<file path="src/rtl/blackjack_pkg.sv">
// Shared definitions for the blackjack dealing controller: FSM states,
// result codes, rank limits and card valuation helpers.
package blackjack_pkg;

    typedef enum logic [3:0] {
        IDLE,
        DEAL_P1,
        DEAL_D1,
        DEAL_P2,
        DEAL_D2,
        PLAYER,
        DEALER,
        RESOLVE,
        DONE
    } state_t;

    localparam logic [1:0] RES_NONE   = 2'b00;
    localparam logic [1:0] RES_PLAYER = 2'b01;
    localparam logic [1:0] RES_DEALER = 2'b10;
    localparam logic [1:0] RES_PUSH   = 2'b11;

    localparam logic [3:0] RANK_MIN  = 4'd1;
    localparam logic [3:0] RANK_MAX  = 4'd13;
    localparam logic [3:0] RANK_FACE = 4'd10;

    localparam logic [4:0] BJ_MAX    = 5'd21;
    localparam logic [4:0] ACE_BONUS = 5'd10;

    function automatic logic rankValid(input logic [3:0] rank);
        return (rank >= RANK_MIN) && (rank <= RANK_MAX);
    endfunction

    // Jack, queen and king all count as ten; the ace counts as one hard.
    function automatic logic [4:0] cardValue(input logic [3:0] rank);
        if (rank > RANK_FACE) begin
            return {1'b0, RANK_FACE};
        end
        return {1'b0, rank};
    endfunction

endpackage

</file>
<file path="src/rtl/blackjack_hand_acc.sv">
// One blackjack hand: a hard sum plus an ace flag, presenting the effective
// total (one ace promoted to eleven when that does not bust) and a bust flag.
module blackjack_hand_acc
    import blackjack_pkg::*;
(
    input  logic       clk_i,
    input  logic       rst_i,
    input  logic       clear_i,
    input  logic       add_i,
    input  logic [3:0] rank_i,
    output logic [4:0] total_o,
    output logic       bust_o
);

    logic [4:0] r_hard;
    logic       r_ace;
    logic [4:0] w_soft;

    always_ff @(posedge clk_i) begin
        if (rst_i || clear_i) begin
            r_hard <= '0;
            r_ace  <= 1'b0;
        end else if (add_i) begin
            r_hard <= r_hard + cardValue(rank_i);
            if (rank_i == RANK_MIN) begin
                r_ace <= 1'b1;
            end
        end
    end

    // The hard sum never exceeds 31 because play stops once a hand busts.
    assign w_soft  = r_hard + ACE_BONUS;
    assign total_o = (r_ace && (r_hard <= (BJ_MAX - ACE_BONUS))) ? w_soft : r_hard;
    assign bust_o  = (total_o > BJ_MAX);

endmodule

</file>
<file path="src/rtl/blackjack_deal_ctrl.sv">
// Blackjack round controller: deals two cards each, runs the player's turn,
// then the dealer's draw-to-stand turn, and registers the round result.
module blackjack_deal_ctrl
    import blackjack_pkg::*;
#(
    parameter int unsigned DEALER_STAND = 17
)
(
    input  logic       clk_i,
    input  logic       rst_i,
    input  logic       start_i,
    input  logic       hit_i,
    input  logic       stand_i,
    output logic       card_req_o,
    input  logic [7:0] card_i,
    input  logic       card_valid_i,
    output logic [4:0] player_score_o,
    output logic [4:0] dealer_score_o,
    output logic [1:0] result_o,
    output logic       busy_o,
    output logic       done_o
);

    localparam logic [4:0] STAND_LVL = 5'(DEALER_STAND);

    state_t     r_state;
    logic       r_pending;
    logic       r_cardReq;
    logic [1:0] r_result;
    logic       r_busy;
    logic       r_done;

    logic [3:0] w_rank;
    logic       w_unusedHighBits;
    logic       w_accept;
    logic       w_discard;
    logic       w_clear;
    logic       w_addPlayer;
    logic       w_addDealer;
    logic [4:0] w_playerTotal;
    logic [4:0] w_dealerTotal;
    logic       w_playerBust;
    logic       w_dealerBust;

    assign w_rank           = card_i[3:0];
    assign w_unusedHighBits = ^card_i[7:4];

    // A card only counts while a request is outstanding; bad ranks are re-requested.
    assign w_accept  = card_valid_i && r_pending && rankValid(w_rank);
    assign w_discard = card_valid_i && r_pending && !rankValid(w_rank);
    assign w_clear   = start_i && ((r_state == IDLE) || (r_state == DONE));

    assign w_addPlayer = w_accept &&
                         ((r_state == DEAL_P1) || (r_state == DEAL_P2) || (r_state == PLAYER));
    assign w_addDealer = w_accept &&
                         ((r_state == DEAL_D1) || (r_state == DEAL_D2) || (r_state == DEALER));

    blackjack_hand_acc u_playerHand (
        .clk_i   (clk_i),
        .rst_i   (rst_i),
        .clear_i (w_clear),
        .add_i   (w_addPlayer),
        .rank_i  (w_rank),
        .total_o (w_playerTotal),
        .bust_o  (w_playerBust)
    );

    blackjack_hand_acc u_dealerHand (
        .clk_i   (clk_i),
        .rst_i   (rst_i),
        .clear_i (w_clear),
        .add_i   (w_addDealer),
        .rank_i  (w_rank),
        .total_o (w_dealerTotal),
        .bust_o  (w_dealerBust)
    );

    always_ff @(posedge clk_i) begin
        if (rst_i) begin
            r_state   <= IDLE;
            r_pending <= 1'b0;
            r_cardReq <= 1'b0;
            r_result  <= RES_NONE;
            r_busy    <= 1'b0;
            r_done    <= 1'b0;
        end else begin
            r_cardReq <= w_discard;
            case (r_state)
                IDLE, DONE: begin
                    if (start_i) begin
                        r_state   <= DEAL_P1;
                        r_cardReq <= 1'b1;
                        r_pending <= 1'b1;
                        r_result  <= RES_NONE;
                        r_busy    <= 1'b1;
                        r_done    <= 1'b0;
                    end
                end
                // Each deal step leaves the request outstanding for the next card.
                DEAL_P1: begin
                    if (w_accept) begin
                        r_state   <= DEAL_D1;
                        r_cardReq <= 1'b1;
                    end
                end
                DEAL_D1: begin
                    if (w_accept) begin
                        r_state   <= DEAL_P2;
                        r_cardReq <= 1'b1;
                    end
                end
                DEAL_P2: begin
                    if (w_accept) begin
                        r_state   <= DEAL_D2;
                        r_cardReq <= 1'b1;
                    end
                end
                DEAL_D2: begin
                    if (w_accept) begin
                        r_pending <= 1'b0;
                        r_state   <= (w_playerTotal == BJ_MAX) ? DEALER : PLAYER;
                    end
                end
                PLAYER: begin
                    if (r_pending) begin
                        if (w_accept) begin
                            r_pending <= 1'b0;
                        end
                    end else if (w_playerBust) begin
                        r_state <= RESOLVE;
                    end else if (stand_i) begin
                        r_state <= DEALER;
                    end else if (hit_i) begin
                        r_cardReq <= 1'b1;
                        r_pending <= 1'b1;
                    end
                end
                DEALER: begin
                    if (r_pending) begin
                        if (w_accept) begin
                            r_pending <= 1'b0;
                        end
                    end else if (w_dealerTotal < STAND_LVL) begin
                        r_cardReq <= 1'b1;
                        r_pending <= 1'b1;
                    end else begin
                        r_state <= RESOLVE;
                    end
                end
                RESOLVE: begin
                    if (w_playerBust) begin
                        r_result <= RES_DEALER;
                    end else if (w_dealerBust) begin
                        r_result <= RES_PLAYER;
                    end else if (w_playerTotal > w_dealerTotal) begin
                        r_result <= RES_PLAYER;
                    end else if (w_dealerTotal > w_playerTotal) begin
                        r_result <= RES_DEALER;
                    end else begin
                        r_result <= RES_PUSH;
                    end
                    r_state <= DONE;
                    r_busy  <= 1'b0;
                    r_done  <= 1'b1;
                end
                default: begin
                    r_state   <= IDLE;
                    r_pending <= 1'b0;
                    r_busy    <= 1'b0;
                    r_done    <= 1'b0;
                end
            endcase
        end
    end

    assign card_req_o     = r_cardReq;
    assign player_score_o = w_playerTotal;
    assign dealer_score_o = w_dealerTotal;
    assign result_o       = r_result;
    assign busy_o         = r_busy;
    assign done_o         = r_done;

endmodule

</file>
<file path="config.mk">
export PLATFORM = sky130hd
export DESIGN_NAME = blackjack_deal_ctrl
export DESIGN_NICKNAME = d
export VERILOG_FILES = /design/src/rtl/blackjack_pkg.sv /design/src/rtl/blackjack_hand_acc.sv /design/src/rtl/blackjack_deal_ctrl.sv
export SDC_FILE = /design/constraint.sdc
export NUM_CORES = 1
export LEC_CHECK = 0
export ABC_CLOCK_PERIOD_IN_PS = 3560
export CORE_UTILIZATION = 32
export DETAILED_ROUTE_END_ITERATION = 6
export HOLD_SLACK_MARGIN = 0.06
export SYNTH_ARGS = -nofsm -noshare
export SYNTH_HDL_FRONTEND = slang
export SYNTH_SLANG_ARGS = --single-unit
</file>
<file path="constraint.sdc">
create_clock -name clk_i -period 3.56 [get_ports clk_i]
set_clock_uncertainty 0.1 [all_clocks]
set_input_delay 0.356 -clock clk_i [delete_from_list [all_inputs] [get_ports clk_i]]
set_output_delay 0.356 -clock clk_i [all_outputs]
set_load 0.01 [all_outputs]
</file>
==> results.yml, run 1 <==
status:
  status: "completed"
cells_and_area:
  final_nets: 309
  area_growth_pct: 12.7
  fin_cells: 351
  multiInputGateArea_sq_um: 1440
  register_area_sq_um: 440
  drive_gt1_share_pct: 6.88
  final_cell_mix: "24 x nor2_1, 24 x clkdlybuf4s50_1, 23 x a21oi_1, 22 x nand2_1, 22 x dfxtp_1"
  nFillCells: 658
  antennaDiodeCount: 0
logic_synthesis:
  netlist_instances: 264
  synth_warnings: 0
  synth_nets: 296
  yosysSeqAreaShare_pct: 21.2
  synth_edf_count: 0
  syn-cell-area_sq_um: 2080
  ys_ff_latch: 22
  async_flop_share_pct: 0
  syn_avg_cell_area_sq_um: 7.87
  ys.flop_type: "dfxtp_1"
  synth_cell_types: 66
timing:
  fin_tns_setup_ns: 0
  timing.final.crit_share_pct: 83.4
  setup_ws_ns: 0.591
  maxSlewViolCount: 0
  slew_headroom_pct: 50.8
  fmax_mhz: 337
  rsz0062_at_grt: "no"
  hold_violations: 0
  worst_pin_slew_ns: 0.737
  setup_viol: 0
  period_minus_slack_ns: 2.97
global_routing:
  grt_pass1_wl_microns: 8340
  grtUsageMet2_pct: 25.5
  antenna_found_initial: 0
  use_met1_pct: 22.0
  grt_busiest_layer: "met2"
  grt.total_usage_pct: 15.7
  first_global_vias: 1737
  grt_max_degree: 25
  globalRouteMet3Util_pct: 2.64
  grt-ovfl-total: 0
worst_setup_path:
  path_max_fanout: 12
  cp_data_arrival_time_ns: 2.51
  critPathRequiredTime_ns: 3.10
  r2r_cells: 10
  rr_startpoint: "u_playerHand.r_hard[1]$_SDFFE_PP0P_"
  worstSetupStartpointType: "register"
  cp-end-kind: "primary output"
  worstReg2RegEnd: "result_o[1]$_SDFFE_PP0P_"
  r2r_setup_slack_ns: 0.71
  crit_type: "register to primary output"
die:
  die_area_sq_um: 6820
  initial_utilization_pct: 34.1
  die_h_microns: 82.6
  ioPinCount: 29
  chipWidth_microns: 82.6
  row_count: 28
  core_sq_um: 6100
place:
  hpwl_microns: 3690
  place_ws_ns: 0.701
  placed_cells: 347
  numPortBuffers: 24
  gp_congestion: 0.835
route:
  ant_nets: 0
  wl_per_cell_microns: 13.6
  drt_pass1_iterations: 4
  wl_microns: 4760
  via_count: 1907
  vias_per_cell: 5.43
  drc: 0
  drt_iter0_drc: 60
clock_tree:
  clock_latency_ns: 0.26
  cts_resized: 0
  h-tree-depth: 1
  cts-hold-fix-buffers: 0
  numCtsBuffers: 3
  root_buffer: "clkbuf_8"
  clockBufferDepth: 2
  post_cts_buffers: 0
  tritoncts: "built"
  path_clk_slew_ns: 0.08
  cts_sinks: 22
worst_hold_path:
  min_path_type: "register to register"
  holdCritStartpoint: "busy_o$_SDFFE_PP0P_"
  min_to: "busy_o$_SDFFE_PP0P_"
  hold_path_depth: 2
power:
  power_density_nw_per_um2: 332
  vdd_drop_max_mv: 0.174
  leakage_nw: 0.942
job:
  drv_cap: 0
## sequential cells by signal (all words and copies together), names as in the netlist
name	flops
u_dealerHand.r_hard	5
u_playerHand.r_hard	5
r_state	4
result_o	2
busy_o	1
card_req_o	1
done_o	1
r_pending	1
u_dealerHand.r_ace	1
u_playerHand.r_ace	1
## worst max-delay path by stage
stage,depth (start not counted),slack (ns),from,end
after floorplan,11,1.01,u_dealerHand.r_hard[2]$_SDFFE_PP0P_,result_o[1]$_SDFFE_PP0P_
after global placement,10,0.72,u_playerHand.r_hard[1]$_SDFFE_PP0P_,result_o[0]$_SDFFE_PP0P_
after detailed placement,11,0.70,u_dealerHand.r_hard[2]$_SDFFE_PP0P_,result_o[1]$_SDFFE_PP0P_
after CTS,6,0.56,u_playerHand.r_hard[1]$_SDFFE_PP0P_,player_score_o[2]
after global routing,11,0.22,u_dealerHand.r_hard[2]$_SDFFE_PP0P_,result_o[1]$_SDFFE_PP0P_
final,6,0.59,u_playerHand.r_hard[1]$_SDFFE_PP0P_,player_score_o[2]
## cell usage after synthesis, types with 2 or more instances
library cell	instances	area, sq um
nand2_1	22	82.6
mux2i_1	4	40.0
nand4_1	2	12.5
o21ai_2	2	17.5
a21oi_1	23	115
buf_2	3	15.0
a31oi_1	8	50.1
nand3_1	7	35.0
nor2_1	24	90.1
a211o_1	3	26.3
nor2b_1	6	37.5
fa_1	2	40.0
nand2b_1	8	50.1
dfxtp_1	22	440
inv_1	16	60.1
clkbuf_4	2	15.0
a32oi_1	2	17.5
and2b_2	2	17.5
o21ai_0	9	45.0
nand4b_1	2	17.5
nor3_1	6	30.0
xor2_1	5	43.8
buf_4	3	22.5
xnor2_1	4	35.0
clkbuf_1	3	11.3
nor4_1	2	12.5
a311oi_1	3	26.3
a21o_1	4	30.0
buf_6	4	45.0
o31ai_1	4	30.0
or3_1	3	18.8
a211oi_1	5	37.5
ha_1	16	200
## critical path, cell delays in order, from the launching register on
cell	delay, ns
dfxtp_1	0.64
ha_1	0.23
nand2_1	0.10
o311ai_4	0.32
mux2i_1	0.42
inv_1	0.07
clkdlybuf4s50_1	0.48
## power by group
part / internal (W) / switching, W
logic: 0.000123 / 0.000149
registers: 0.000268 / 0.0000539
clock network: 0.0000987 / 0.0000846
total: 0.000490 / 0.000288
## cells by family (layout without fill, tap and decap cells)
kind of cell,after synthesis,count (layout),synth area share [%]
adders and majority gates,18,18,11.6
DFF,22,22,21.2
buffers and inverters,34,46,9.45
AOI/OAI and AO/OA,81,81,27.9
xor gates and xnor gates,9,9,3.79
muxes,4,4,1.93
and+or+nand+nor,96,96,24.1
## final cells by class
type / count / share of cell area (%)
clock buffers: 4 / 2.35
repair buffers: 25 / 10.6
flip-flops and latches: 22 / 18.8
well taps: 75 / 4.01
inverters: 17 / 2.72
multi-input cells: 208 / 61.5
## per-layer routing
| layer | routed length (microns) | part of all wire [%] |
|---|---|---|
| met1 | 2360 | 50 |
| met2 | 2190 | 46 |
| met3 | 192 | 4.0 |
| met4 | 15 | 0.32 |
| met5 | 0 | 0 |
## per-stage QoR
step | hold WS, ns | power (W) | util (%) | instance area (sq um)
after floorplan | 0.375 | 0.000554 | - | 2080
after global routing | 0.398 | 0.000835 | 38.4 | 2340
after detailed placement | 0.366 | 0.000599 | 37.5 | 2290
after CTS | 0.377 | 0.000783 | 38.4 | 2340
final | 0.369 | 0.000777 | 38.4 | 2340
after global placement | 0.361 | 0.000600 | 37.5 | 2290
Power figures use the tool's default switching activity.
==> run 2: changes to the inputs <==
--- a/config.mk
+++ b/config.mk
@@ -5,7 +5,7 @@
 export SDC_FILE = /design/constraint.sdc
 export NUM_CORES = 1
 export LEC_CHECK = 0
-export ABC_CLOCK_PERIOD_IN_PS = 3560
+export ABC_CLOCK_PERIOD_IN_PS = 2900
 export CORE_UTILIZATION = 32
 export DETAILED_ROUTE_END_ITERATION = 6
 export HOLD_SLACK_MARGIN = 0.06
==> constraint.sdc (replaced) <==
create_clock -name clk_i -period 2.9 [get_ports clk_i]
set_clock_uncertainty 0.1 [all_clocks]
set_input_delay 0.29 -clock clk_i [delete_from_list [all_inputs] [get_ports clk_i]]
set_output_delay 0.29 -clock clk_i [all_outputs]
set_load 0.01 [all_outputs]
==> run 2 against run 1 <==
Compared with the run above: utilization is 1.1 points higher; combinational power up 29%; global-route usage up 0.54 points; hold slack better by 0.0074 ns; die area did not move; via count rose by 2.3%; critical path depth grew 1.
==> results.yml, run 2 (synthesis gave the netlist of run 1 again) <==
power:
  vdd_drop_max_mv: 0.209
  p_sw_w: 0.000362
  leakage_nw: 0.985
  p_seq_share_pct: 40.1
  p_int_w: 0.000607
  comb_power_share_pct: 36.2
  switching_share_pct: 37.4
  power_density_nw_per_um2: 402
  clkPwrFrac_pct: 23.7
global_routing:
  grt.total_usage_pct: 16.3
  grt_pass1_wl_microns: 8520
  grt-ovfl-total: 0
  grt_max_degree: 21
  first_global_vias: 1774
  antenna_found_initial: 0
timing:
  period_minus_slack_ns: 2.60
  timing.final.crit_share_pct: 89.7
  setup_viol: 0
  maxSlewViolCount: 0
  fmax_mhz: 384
  worst_pin_slew_ns: 0.638
  hold_violations: 0
  rsz0062_at_grt: "no"
  setup_ws_ns: 0.299
  fin_tns_setup_ns: 0
  slew_headroom_pct: 57.3
route:
  drt_pass1_iterations: 4
  wl_microns: 5080
  ant_nets: 0
  drc: 0
  wl_per_cell_microns: 14.1
  drt_iter0_drc: 57
  vias_per_cell: 5.43
  via_count: 1951
cells_and_area:
  nFillCells: 666
  area_growth_pct: 15.9
  register_area_sq_um: 440
  reg.largest.list: "u_dealerHand.r_hard: 5 flops, u_playerHand.r_hard: 5 flops, r_state: 4 flops"
  final_nets: 317
  multiInputGateArea_sq_um: 1450
  fin_area_sq_um: 2410
  final_cell_mix: "24 x nor2_1, 24 x clkdlybuf4s50_1, 23 x a21oi_1, 22 x nand2_1, 22 x dfxtp_1"
  drive_gt1_share_pct: 9.86
  antennaDiodeCount: 0
clock_tree:
  root_buffer: "clkbuf_8"
  numCtsBuffers: 3
  clockBufferDepth: 2
  h-tree-depth: 1
  tritoncts: "built"
  path_clk_slew_ns: 0.09
  clock_latency_ns: 0.27
  cts_sinks: 22
place:
  numPortBuffers: 24
  dpl_cell_area_sq_um: 2350
  gp_congestion: 0.853
  hpwl_microns: 3880
  place_ws_ns: 0.245
job:
  drv_cap: 0
worst_setup_path:
  r2r_cells: 11
  critPathBufInv: 3
  critPathRequiredTime_ns: 2.51
  crit_type: "register to primary output"
  rr_startpoint: "u_playerHand.r_hard[2]$_SDFFE_PP0P_"
  path_max_fanout: 4
  crit_chain: "inv_1 -> ha_1 -> nand2_1 -> o311ai_4 -> mux2i_1 -> inv_1 -> clkdlybuf4s50_1"
  max_stage_delay_ns: 0.48
  r2r_setup_slack_ns: 0.31
  cpMostUsedCell: "inv_1"
  slowest_stage: "clkdlybuf4s50_1"
  cp_data_arrival_time_ns: 2.21
  worstReg2RegEnd: "result_o[1]$_SDFFE_PP0P_"
  worstSetupStartpointType: "register"
  cp-end-kind: "primary output"
  cp_top_family: "buffers and inverters"
die:
  ioPinCount: 29
  die_h_microns: 82.6
  row_count: 28
  chipWidth_microns: 82.6
  core_sq_um: 6100
  die_area_sq_um: 6820
  initial_utilization_pct: 34.1
worst_hold_path:
  holdCritStartpoint: "busy_o$_SDFFE_PP0P_"
  min_to: "busy_o$_SDFFE_PP0P_"
  min_path_type: "register to register"
  hold_path_depth: 2
status:
  status: "completed"
==> run 2: through the flow <==
stage	instances	hold slack, ns	util, %	total power, W
floorplan	264	0.342	-	0.000680
finish	359	0.377	39.5	0.000969
global placement	355	0.362	38.5	0.000741
detailed placement	355	0.369	38.5	0.000743
CTS	359	0.381	39.4	0.000974
global route	359	0.423	39.5	0.00104
==> run 2: how the worst max path moves through the flow <==
stage	slack, ns	start	end	depth (start not counted)
after CTS	0.22	u_dealerHand.r_hard[1]$_SDFFE_PP0P_	result_o[1]$_SDFFE_PP0P_	10
after global routing	0.002	u_playerHand.r_hard[2]$_SDFFE_PP0P_	result_o[1]$_SDFFE_PP0P_	11
final	0.30	u_playerHand.r_hard[2]$_SDFFE_PP0P_	player_score_o[2]	7
after global placement	0.23	u_dealerHand.r_hard[1]$_SDFFE_PP0P_	result_o[1]$_SDFFE_PP0P_	10
after detailed placement	0.25	u_dealerHand.r_hard[1]$_SDFFE_PP0P_	result_o[1]$_SDFFE_PP0P_	10
after floorplan	0.35	u_dealerHand.r_hard[2]$_SDFFE_PP0P_	result_o[1]$_SDFFE_PP0P_	11
==> run 2: cell type report <==
class                           instances  area share, %
Multi-Input combinational cell        208           60.1
Clock buffer                            4           2.29
Sequential cell                        22           18.3
Timing Repair Buffer                   33           12.8
Inverter                               17           2.65
Tap cell                               75           3.90
==> run 2: repair_timing <==
action / 4_1_cts / 5_1_grt
hold buffers: 0 / 0
setup endpoints to repair: 0 / 2
buffers inserted: 0 / 0
resized for setup: 0 / 1
==> run 2: worst min-delay path: stages, from the launching register on <==
cell and delay [ns]:
dfxtp_1 0.32, o31ai_1 0.06, a21oi_1 0.06
==> run 2: power by group through the flow <==
stage	clock, W	sequential [W]	combinational, W
CTS	0.000236	0.000386	0.000352
detailed placement	0	0.000393	0.000350
global route	0.000250	0.000394	0.000393
finish	0.000230	0.000388	0.000351
floorplan	0	0.000364	0.000316
global placement	0	0.000393	0.000348
==> run 2: layer usage <==
| layer | share of wire, % | wire, microns | up-vias | global-route usage, % |
|---|---|---|---|---|
| met5 | 0 | 0 | - | 0 |
| met4 | 0.30 | 15 | 0 | 1.55 |
| met3 | 3.5 | 178 | 2 | 2.97 |
| met2 | 46 | 2350 | 35 | 26.8 |
| met1 | 50 | 2540 | 912 | 22.7 |
| li1 | - | - | 1002 | - |
==> RTL change 1, RTL diff (settings of run 1) <==
The 9 states of `state_t` get a one-hot encoding in 9 bits.
--- a/src/rtl/blackjack_pkg.sv
+++ b/src/rtl/blackjack_pkg.sv
@@ -3,14 +3,14 @@
 package blackjack_pkg;
 
-    typedef enum logic [3:0] {
-        IDLE,
-        DEAL_P1,
-        DEAL_D1,
-        DEAL_P2,
-        DEAL_D2,
-        PLAYER,
-        DEALER,
-        RESOLVE,
-        DONE
+    typedef enum logic [8:0] {
+        IDLE    = 9'b000000001,
+        DEAL_P1 = 9'b000000010,
+        DEAL_D1 = 9'b000000100,
+        DEAL_P2 = 9'b000001000,
+        DEAL_D2 = 9'b000010000,
+        PLAYER  = 9'b000100000,
+        DEALER  = 9'b001000000,
+        RESOLVE = 9'b010000000,
+        DONE    = 9'b100000000
     } state_t;
 
Formal check against the unedited RTL: no difference found for any inputs over 10 cycles, from zero or initial values and one cycle with rst_i high; not proved beyond that.
==> RTL change 1 against run 1 <==
  * Final area grew 14%
  * Global-route usage grew 0.44 points
  * Wire length grew 23%
  * Maximum frequency grew 1.3%
  * Sequential cell count grew 5
  * Worst setup slack gained 0.037 ns
  * Area after synthesis grew 13%
  * Power grew 11%
  * Sequential power grew 13%
  * Critical path type unchanged
  * Largest power group unchanged
  * Highest routed layer unchanged
==> RTL change 1: results (changes against run 1) <==
----------------------------------------------------
[Outcome]
  Result of the run ... completed

[Clock network]
  Maximum buffer depth of the clock tree ... 2 (unchanged)
  Clock network latency to the later pin of the worst-skew pair ... 0.28 ns (+0.02 ns)
  Clock slew at reported path FFs ... 0.10 ns (+0.02 ns)

[Finish]
  Post-layout instance count excluding filler cells ... 408 (+16%)
  Fraction of final layout cells with drive strength greater than 1 ... 0.0481 (-0.0208)
  Final-stage net count ... 345 (+12%)
  Biggest registers after layout ... r_state: 9 flops, u_dealerHand.r_hard: 5 flops, u_playerHand.r_hard: 5 flops

[Synthesis]
  Number of standard cells after synthesis ... 301 (+14%)
  Most frequent cells after synthesis ... 29 x nor2_1, 28 x nand2_1, 27 x dfxtp_1, 25 x a21oi_1, 16 x ha_1
  Seq/Total Area, Yosys ... 0.229 (+0.0175)
  Net count of the mapped netlist ... 333 (+13%)
  Number of distinct library cells after synthesis ... 65 (-1.5%)
  Top cells by area in the synthesized netlist ... dfxtp_1 23%, ha_1 8.5%, a21oi_1 5.3%

[STA]
  Tightest slew margin relative to the limit ... 0.554 (+0.0460)
  Hold slack ... 0.362 ns (-0.00732 ns)

[Drt]
  Detail-routed via count per cell ... 5.38 (-1.1%)
  Per-cell routed wire length ... 14.3 microns (+5.5%)
  Detailed router's first-iteration violation count ... 83 (+38%)

[Place]
  Placed cells ... 404 (+16%)
  Weighted congestion at the end of routability-driven global placement ... 0.832 (-0.31%)
  Total half-perimeter wirelength after legalization and detailed placement ... 4460 microns (+21%)

[Pwr]
  Worst IR Drop VDD ... 113 uV (-35%)
  Static power due to leakage ... 1.05 nW (+12%)

[Global routing]
  Overall track demand over capacity in global routing ... 0.162 (+0.00439)
  Via count of the first global-routing pass ... 1982 (+14%)
  Pin count of the biggest net entering global routing ... 17 (-32%)

[Worst setup path]
  Flop-to-flop setup slack ... 0.65 ns (-0.06 ns)
  Reg-to-Reg End ... result_o[0]
  RR Startpoint ... u_dealerHand.r_hard[1]
  Data arrival time at the worst-slack endpoint ... 2.48 ns (-0.03 ns)

----------------------------------------------------
[RTL change 1: changes by cell type after synthesis, sizes merged, moves of 4 or more]
cell	run 1	this run
buf	10	14
nor2	24	30
xnor2	4	8
nand3b	1	5
nand2	22	28
dfxtp	22	27
nand4	2	6
xor2	5	9
[RTL change 1: logic make-up (layout without fill, tap and decap cells)]
family                     after synthesis  in the layout  synth area share
xor gates and xnor gates                17             17            0.0632
buffers and inverters                   33             44            0.0643
muxes                                    7              7            0.0297
AOI/OAI and AO/OA                       81             81             0.233
DFF                                     27             27             0.229
and+or+nand+nor                        117            117             0.275
adders and majority gates               19             19             0.106
[RTL change 1: final cells by class]
| class | instances | area (sq um) |
|---|---|---|
| timing repair buffer | 26 | 255 |
| sequential | 27 | 541 |
| clock buffer | 4 | 45.0 |
| inverter | 14 | 52.6 |
| fill | 743 | 4270 |
| tap | 96 | 120 |
| multi-input combinational | 241 | 1660 |
[RTL change 1: worst max-delay path by stage]
stage | from | to | cells past startpoint
after floorplan | u_playerHand.r_hard[2] | result_o[0] | 13
after global placement | card_i[3] | r_state[3] | 8
after detailed placement | card_i[3] | r_state[3] | 8
after CTS | u_dealerHand.r_hard[1] | dealer_score_o[4] | 6
after global routing | u_dealerHand.r_hard[1] | result_o[0] | 10
final | u_dealerHand.r_hard[1] | dealer_score_o[4] | 6
[RTL change 1: report_power, final]
group | switching, mW | leakage [nW] | total (mW) | internal (mW)
Clock | 0.107 | 0.0228 | 0.188 | 0.0807
Sequential | 0.0369 | 0.219 | 0.363 | 0.326
Combinational | 0.181 | 0.811 | 0.315 | 0.134
Total | 0.325 | 1.05 | 0.866 | 0.540
[RTL change 1: metal layers]
layer	wire, microns	global-route usage
met1	2810	0.217
met2	2760	0.271
met3	229	0.0292
met4	35	0.0313
met5	0	0
[RTL change 1: worst max-delay path, cell delays in order, from the launching register on]
cell and delay, ns:
dfxtp_1 0.61, ha_1 0.26, nand2_1 0.08, a41o_1 0.25, a31oi_1 0.35, inv_1 0.15
clkdlybuf4s50_1 0.50
[RTL change 1: per-stage QoR]
| step | setup slack [ns] | utilization | total power [mW] | instance area, sq um |
|---|---|---|---|---|
| after floorplan | 1.16 | - | 0.597 | 2360 |
| after global placement | 0.680 | 0.379 | 0.682 | 2630 |
| after detailed placement | 0.642 | 0.379 | 0.681 | 2630 |
| after CTS | 0.645 | 0.386 | 0.872 | 2680 |
| after global routing | 0.415 | 0.386 | 0.924 | 2680 |
| final | 0.628 | 0.386 | 0.866 | 2680 |
==> RTL change 2, RTL diff (settings of run 1) <==
Without the edit above. The parameter `DEALER_STAND` goes from 17 to 8.
--- a/src/rtl/blackjack_deal_ctrl.sv
+++ b/src/rtl/blackjack_deal_ctrl.sv
@@ -4,5 +4,5 @@
     import blackjack_pkg::*;
 #(
-    parameter int unsigned DEALER_STAND = 17
+    parameter int unsigned DEALER_STAND = 8
 )
 (
Check against the original RTL: not equivalent (a bounded check fails within 10 cycles, from zero or initial values and one cycle with rst_i high).
==> RTL change 2 against run 1 <==
  * Final area decreased by 2.1%
  * Power increased by 7.9%
  * Sequential cell count unchanged
  * Wire length increased by 1.5%
  * Critical path depth increased by 6
  * Area after synthesis decreased by 2.0%
  * Sequential power increased by 2%
  * Worst hold slack got worse by 0.0091 ns
  * Via count decreased by 2.4%
  * Final cell count decreased by 2.8%
  * Worst setup slack got worse by 0.20 ns
  * Register-to-register slack got worse by 0.32 ns
  * Critical endpoint is now result_o[1]
  * Highest routed layer unchanged
==> RTL change 2: results (changes against run 1) <==
----------------------------------------------------
[Outcome]
  Result of the run ... completed

[Clock network]
  TritonCTS Buffers ... 3 (unchanged)
  Clock network latency to the later pin of the worst-skew pair ... 0.27 ns
  Maximum buffer depth of the clock tree ... 2 (unchanged)
  Clock slew at reported path FFs ... 0.09 ns
  Postcts setup bufs ... 0 (unchanged)
  H-tree depth ... 1 (unchanged)
  Root buffer cell ... clkbuf_8
  Resized Gates After CTS ... 0 (unchanged)

[Pwr]
  Switching power summed over all nets ... 0.325 mW (+13%)
  Static power due to leakage ... 0.928 nW (-1.5%)
  Worst IR Drop VDD ... 195 uV (+12%)

[Synthesis]
  Share of flip-flops with an asynchronous set or reset ... 0 (unchanged)
  Net count of the mapped netlist ... 286 (-3.4%)
  Number of standard cells after synthesis ... 254 (-3.8%)
  Most frequent cells after synthesis ... 27 x nor2_1, 22 x dfxtp_1, 22 x nand2_1, 20 x a21oi_1, 16 x ha_1
  Number of enable flip-flop cells after synthesis ... 0 (unchanged)
  Warnings from Yosys ... 0 (unchanged)
  Flip-flop cell with the highest count after synthesis ... dfxtp_1
  Top cells by area in the synthesized netlist ... dfxtp_1 22%, ha_1 9.8%, nor2_1 5.0%
  Number of distinct library cells after synthesis ... 69 (+4.5%)
  Seq/Total Area, Yosys ... 0.216 (+0.00443)

[Place]
  Placement Cell Area ... 2240 sq um (-2.2%)
  Total half-perimeter wirelength after legalization and detailed placement ... 3670 microns (-0.67%)
  Buffers added on ports ... 24 (unchanged)
  Weighted congestion at the end of routability-driven global placement ... 0.838 (+0.41%)

[Drt]
  1st-pass router iterations ... 4 (unchanged)
  Detailed router's first-iteration violation count ... 106 (+77%)
  Per-cell routed wire length ... 14.2 microns (+4.5%)
  Routed via count ... 1861 (-2.4%)

[Global routing]
  Met3 Use GR ... 0.0333 (+0.00696)
  Grt met1 use ... 0.201 (-0.0199)
  Pin count of the biggest net entering global routing ... 17 (-32%)
  Antenna violations before repair ... 0 (unchanged)
  Overall track demand over capacity in global routing ... 0.155 (-0.00235)
  GR met2 Demand/Resource ... 0.255 (unchanged)
  Via count of the first global-routing pass ... 1654 (-4.8%)
  Wire length of the first global-routing pass ... 7870 microns (-5.6%)

[Worst setup path]
  Critical path peak fanout ... 10 (-2)
  Cell family with the largest share of critical-path delay ... compound AO/OA/AOI/OAI gates
  Slowest CP cell ... dfxtp_1
  Data arrival time at the worst-slack endpoint ... 3.22 ns (+0.71 ns)
  Delay of the slowest cell on the worst path ... 0.53 ns (-0.11 ns)

[STA]
  Tightest slew margin relative to the limit ... 0.601 (+0.0930)

[Worst hold path]
  Worst hold-check path type ... reg -> reg

[Finish]
  Biggest registers after layout ... u_dealerHand.r_hard: 5 flops, u_playerHand.r_hard: 5 flops, r_state: 4 flops
  Post-layout instance count excluding filler cells ... 341 (-2.8%)
  Fill cell instance count of the final layout ... 652 (-0.91%)
  Fraction of final layout cells with drive strength greater than 1 ... 0.0789 (+0.0101)
  Number of antenna diodes ... 0 (unchanged)
  Final-stage net count ... 299 (-3.2%)

----------------------------------------------------
==> RTL change 2: cell count changes after synthesis, moves of 3 or more <==
cell             run 1  this run
a31oi_1              8         5
buf_2                3         0
a21o_1               4        10
inv_1               16        10
a21oi_1             23        20
nor2_1              24        27
o31ai_1              4         0
nor3_1               6         3
or4_1                0         3
clkbuf_8             1         4
nand2b_1             8         3
==> RTL change 2: cell type report <==
cell class                 instances  area [sq um]  share of cell area
multi-input combinational        202          1410               0.614
sequential                        22           440               0.192
timing repair buffer              25           248               0.108
tap                               75          93.8              0.0409
clock buffer                       4          55.1              0.0240
inverter                          13          48.8              0.0213
==> RTL change 2: kinds of logic (layout without fill, tap and decap cells) <==
group                    Yosys count  after routing  synth area share
AO/OA/AOI/OAI                     78             78             0.270
XOR/XNOR                           8              8            0.0344
adder cells (fa/ha/maj)           20             20             0.128
buffers and inverters             30             42            0.0928
flip-flops                        22             22             0.216
multiplexers                       3              3            0.0148
AND/OR/NAND/NOR                   93             93             0.243
==> RTL change 2: worst min-delay path, cell delays in order, from the launching register on <==
cell and delay (ns):
dfxtp_1 0.32, nand2_1 0.05, a21oi_1 0.05
==> RTL change 2: worst paths after layout <==
path                           from          end  slack [ns]  depth (start not counted)
min                          busy_o       busy_o        0.36                          2
min reg2reg                  busy_o       busy_o        0.36                          2
max reg2reg  u_dealerHand.r_hard[2]  result_o[1]        0.39                         12
max          u_dealerHand.r_hard[2]  result_o[1]        0.39                         12
==> RTL change 2: layer usage <==
metal  vias to the layer above  part of all wire
met4                         0             0.012
li1                        954                 -
met3                         6             0.054
met2                        52              0.46
met5                         -                 0
met1                       849              0.47
==> RTL change 2: metrics by stage <==
stage,hold WS (ns),setup WS [ns]
detailed placement,0.353,0.408
global route,0.401,0.105
global placement,0.344,0.462
CTS,0.365,0.365
finish,0.360,0.389
floorplan,0.375,0.562
==> RTL change 2: power by group through the flow <==
stage                     clock network, mW  registers, mW  logic, mW
final                                 0.191          0.328      0.319
after global routing                  0.205          0.334      0.355
after CTS                             0.192          0.327      0.320
after detailed placement                  0          0.332      0.318
after global placement                    0          0.332      0.315
after floorplan                           0          0.295      0.305
